===== src/rtl/icache_ctrl.sv =====
// Direct-mapped read-only instruction cache with word-serial line refill.
// Hits are answered combinationally; a miss refills the whole line in word order.
module icache_ctrl #(
  parameter int ADDR_W     = 32,
  parameter int NUM_LINES  = 16,
  parameter int LINE_WORDS = 4
) (
  input  logic              clk,
  input  logic              rst,
  input  logic [ADDR_W-1:0] f_in_pc,
  input  logic              f_in_req,
  input  logic              f_in_inv_all,
  output logic [31:0]       ic_out_instr,
  output logic              icache_hit,
  output logic              mem_req,
  output logic [ADDR_W-1:0] mem_addr,
  input  logic [31:0]       mem_rdata,
  input  logic              mem_ack
);

  // Both NUM_LINES and LINE_WORDS are assumed to be powers of two and at least 2.
  localparam int OB    = $clog2(LINE_WORDS);
  localparam int IB    = $clog2(NUM_LINES);
  localparam int TAG_W = ADDR_W - 2 - OB - IB;

  typedef enum logic [0:0] {IDLE, REFILL} state_t;

  state_t           state, state_nx;
  logic [OB-1:0]    cnt;
  logic [IB-1:0]    ref_idx;
  logic [TAG_W-1:0] ref_tag;
  logic             kill;
  logic             start;
  logic             ack_fire;
  logic             last_word;

  logic [NUM_LINES-1:0] valid;
  logic [TAG_W-1:0]     tags [NUM_LINES];
  logic [31:0]          data [NUM_LINES*LINE_WORDS];

  logic [OB-1:0]    pc_off;
  logic [IB-1:0]    pc_idx;
  logic [TAG_W-1:0] pc_tag;
  logic             unused_pc_lsbs;

  assign pc_off         = f_in_pc[2+OB-1:2];
  assign pc_idx         = f_in_pc[2+OB+IB-1:2+OB];
  assign pc_tag         = f_in_pc[ADDR_W-1:2+OB+IB];
  assign unused_pc_lsbs = ^f_in_pc[1:0];

  assign icache_hit   = ~rst & (state == IDLE) & f_in_req & valid[pc_idx] &
                        (tags[pc_idx] == pc_tag);
  assign ic_out_instr = data[{pc_idx, pc_off}];
  assign ack_fire     = (state == REFILL) & mem_ack;
  assign last_word    = (cnt == OB'(LINE_WORDS - 1));
  assign mem_addr     = {ref_tag, ref_idx, cnt, 2'b00};

  always_comb begin
    state_nx = state;
    start    = 1'b0;
    mem_req  = 1'b0;
    case (state)
      IDLE: begin
        // fence.i in the same cycle as a miss suppresses the refill
        if (f_in_req && !icache_hit && !f_in_inv_all) begin
          state_nx = REFILL;
          start    = 1'b1;
        end
      end
      REFILL: begin
        mem_req = 1'b1;
        if (ack_fire && last_word) state_nx = IDLE;
      end
      default: state_nx = IDLE;
    endcase
  end

  always_ff @(posedge clk) begin
    if (rst) begin
      state   <= IDLE;
      cnt     <= '0;
      ref_idx <= '0;
      ref_tag <= '0;
      kill    <= 1'b0;
      valid   <= '0;
    end else begin
      state <= state_nx;
      if (start) begin
        ref_idx <= pc_idx;
        ref_tag <= pc_tag;
        cnt     <= '0;
      end else if (ack_fire) begin
        cnt <= cnt + OB'(1);
      end
      if (state == IDLE)     kill <= 1'b0;
      else if (f_in_inv_all) kill <= 1'b1;
      // invalidate-all wins over the valid write of a completing fill
      if (f_in_inv_all)              valid          <= '0;
      else if (ack_fire && last_word) valid[ref_idx] <= ~kill;
    end
  end

  always_ff @(posedge clk) begin
    if (!rst && ack_fire) begin
      data[{ref_idx, cnt}] <= mem_rdata;
      if (last_word) tags[ref_idx] <= ref_tag;
    end
  end

endmodule


===== config.mk =====
export PLATFORM = sky130hd
export DESIGN_NAME = icache_ctrl
export DESIGN_NICKNAME = d
export VERILOG_FILES = /design/src/rtl/icache_ctrl.sv
export SDC_FILE = /design/constraint.sdc
export NUM_CORES = 2
export LEC_CHECK = 0
export CORE_UTILIZATION = 58
export DETAILED_ROUTE_END_ITERATION = 7
export MAX_ROUTING_LAYER = met4
export PLACE_DENSITY = 0.79
export SYNTH_ARGS = -nofsm -noshare
export SYNTH_HDL_FRONTEND = slang
export SYNTH_SLANG_ARGS = --single-unit
export TNS_END_PERCENT = 30

===== constraint.sdc =====
create_clock -name clk -period 3.85 [get_ports clk]
set_input_delay 0.385 -clock clk [delete_from_list [all_inputs] [get_ports clk]]
set_output_delay 0.385 -clock clk [all_outputs]
set_load 0.01 [all_outputs]

==> results.toml <==
[timing]
fin_skew_ps = 67.1
rsz0062_at_grt = "yes"
relSlewSlack = 0.122
layout_min_cycle_time_ps = 3920
fin_crit_sh = 1.02
finalHoldViolations = 0
finalSetupViolations = 1
tns_ps = -68.9
setup_ws_ps = -68.9
worst_pin_slew_ps = 1320
drv_slew = 0
timing.fmax_mhz = 255
hold_ws_ps = 229

[drt]
routedWlPerCell_um = 38.7
ant_nets = 0
drc = 0
drt_first_pass_iters = 6
vias_per_cell = 7.07
drt-initial-drc-count = 7888
vias = 48000
finalWirelength_um = 263000

[outcome]
violations = "setup timing"
status = "finished, violations left"

[power_and_ir_drop]
p_leak_nw = 34.1
powerDensity_nw_per_um2 = 507
ir_drop_v = 0.000499

[yosys]
synthMuxAreaShare = 0.186
synth_top_family_by_area = "multiplexers"
synth_seq_cells = 2480
async_flop_share = 0
netlist-cell-type-count = 58
synth_edf_count = 2432
synth.avg_cell_area_um2 = 23.6
synthCells = 4052
synthSimpleGateAreaFrac = 0.0168
synth_compound_gate_area_share = 0.00992
yosysSeqAreaShare = 0.774
synth-xor-area-share = 0.00247
synth-main-ff-cell = "edfxtp_1"
syn_area_um2 = 95600
synth_fa_ha_area_frac = 0.000131
yosys_warnings = 0

[grt]
grt_pass1_vias = 49600
gr-total-overflow = 0
antenna_found_initial = 8
grt_max_degree = 65
gr-usage-all-layers = 0.328
grt_pass1_wl_um = 368000

[clock_network]
worstSkewPairLatency_ps = 880
cts_buffer_depth = 3
cts_htree_levels = 4
clk_pin_slew_ps = 60
root_buffer = "clkbuf_16"
cts.sink_count = 2480
cts_tree = "done"
cts_buffers = 226

[layout]
synthToLayoutAreaGrowth_pct = 14.3
drive_gt1_frac = 0.322
final_common_cell = "edfxtp_1"
final_cell_mix = "edfxtp_1, mux4_2, clkbuf_16"
stdcell_count = 6791
fillers = 9240
num-nets-final = 4485
finalInstanceArea_um2 = 109000

[die]
die_y_um = 408
core_area_um2 = 163000
initial_core_util = 0.586
die_area_um2 = 166000
die_x_um = 408
ioPinCount = 135
rows = 148

[critical_path]
worst_path_largest_cell_delay_ps = 490
critPathBufInv = 1
worst-setup-path-type = "flip-flop to output port"
cp.required_ps = 3460
cp-start-kind = "flip-flop"
cp_cell_sequence = "mux4_2 > xor2_1 > or3_4 > a2111oi_4 > a21oi_2 > or4_4 > nor4_4 > buf_2"
end_kind = "output port"
crit_arrival_ps = 3530
crit_slowest_cell = "mux4_2"
crit_family = "simple AND/OR/NAND/NOR gates"
critPathMaxFanout = 2

[worst_hold_path]
hp-class = "input pin to flip-flop"

[placed_design]
io_buffers = 130
post-place-cells = 6363
place_congestion = 0.861
pre_cts_slack_ps = -355
dpl_cell_area_um2 = 102000
dp_hpwl_um = 131000

[flow_run]
drv_cap = 0
## metal layers
layer  share of wire  routed length (µm)  vias up  global-route usage
met5               0                   0        -                   -
met3            0.12               30400      757              0.0686
met2            0.51              134000     3917               0.531
met1            0.32               84000    25200               0.395
met4           0.056               14700        0               0.163
li1                -                   -    18200                   -
## flip-flops by register name, summed over array words and instances, names as in the netlist
signal,count
state,1
ref_idx,4
tags,384
ref_tag,24
data,2048
kill,1
cnt,2
valid,16
## synth_stat cells (28+ instances only)
master        n  share of area
edfxtp_1   2432           0.76
mux4_2      748           0.18
clkbuf_1    151         0.0059
nor2_1       98         0.0038
nand2_1      89         0.0035
mux2i_1      62         0.0065
o21ai_0      60         0.0031
buf_1        49         0.0019
dfxtp_1      48          0.010
or4_1        31         0.0024
and3_1       29         0.0019
o2111ai_1    28         0.0026
## power by group
group / internal [mW] / leakage, nW / total, mW / switching [mW]
clock network: 12.4 / 3.60 / 22.6 / 10.2
registers: 29.7 / 22.4 / 29.8 / 0.134
logic: 1.24 / 8.19 / 2.96 / 1.71
total: 43.4 / 34.1 / 55.4 / 12.1
## final timing paths
kind	startpoint	endpoint	slack (ps)	depth (start not counted)
max	tags[4][20]$_DFFE_PP_	icache_hit	-70	8
min	f_in_pc[4]	ref_idx[0]$_SDFFE_PP0P_	230	5
max reg2reg	tags[12][16]$_DFFE_PP_	ref_tag[14]$_SDFFE_PP0P_	570	9
min reg2reg	valid[1]$_SDFFE_PP0P_	valid[1]$_SDFFE_PP0P_	480	2
## cell type report
| cell class | count | area (µm²) | area share |
|---|---|---|---|
| Timing Repair Buffer | 370 | 4010 | 0.0366 |
| Sequential cell | 2480 | 74000 | 0.677 |
| Multi-Input combinational cell | 1334 | 21200 | 0.194 |
| Antenna cell | 10 | 25.0 | 0.000229 |
| Clock inverter | 152 | 1520 | 0.0139 |
| Tap cell | 2175 | 2720 | 0.0249 |
| Clock buffer | 267 | 5830 | 0.0533 |
| Inverter | 3 | 11.3 | 0.000103 |
## metrics by stage
stage | power (mW) | util
floorplan | 31.9 | -
global placement | 33.2 | 0.625
detailed placement | 33.3 | 0.625
CTS | 55.5 | 0.670
global route | 56.6 | 0.670
finish | 55.4 | 0.670
## tightest hold or removal path: cells and delay by family
family | cells | cell delay, ps
compound gates | 1 | 90
simple gates | 2 | 240
buf+inv | 2 | 320
## cells by family (layout without fill, tap and decap cells)
logic type,Yosys count,count (layout)
flops,2480,2480
mux,835,835
simple gates,322,322
buf+inv,239,792
compound gates,147,147
xor+xnor,27,27
fa+ha+maj,1,1
other cells,1,12
## what timing repair did
item | 4_1_cts | 5_1_grt
pin swaps | 6 | 1
hold buffers | 1 | 0
gates resized for setup | 47 | 2
setup endpoints to repair | 25 | 2
buffers inserted | 0 | 0
endpoints found under the hold margin | 12 | 0
No activity file was read; power rests on OpenSTA's default activity.
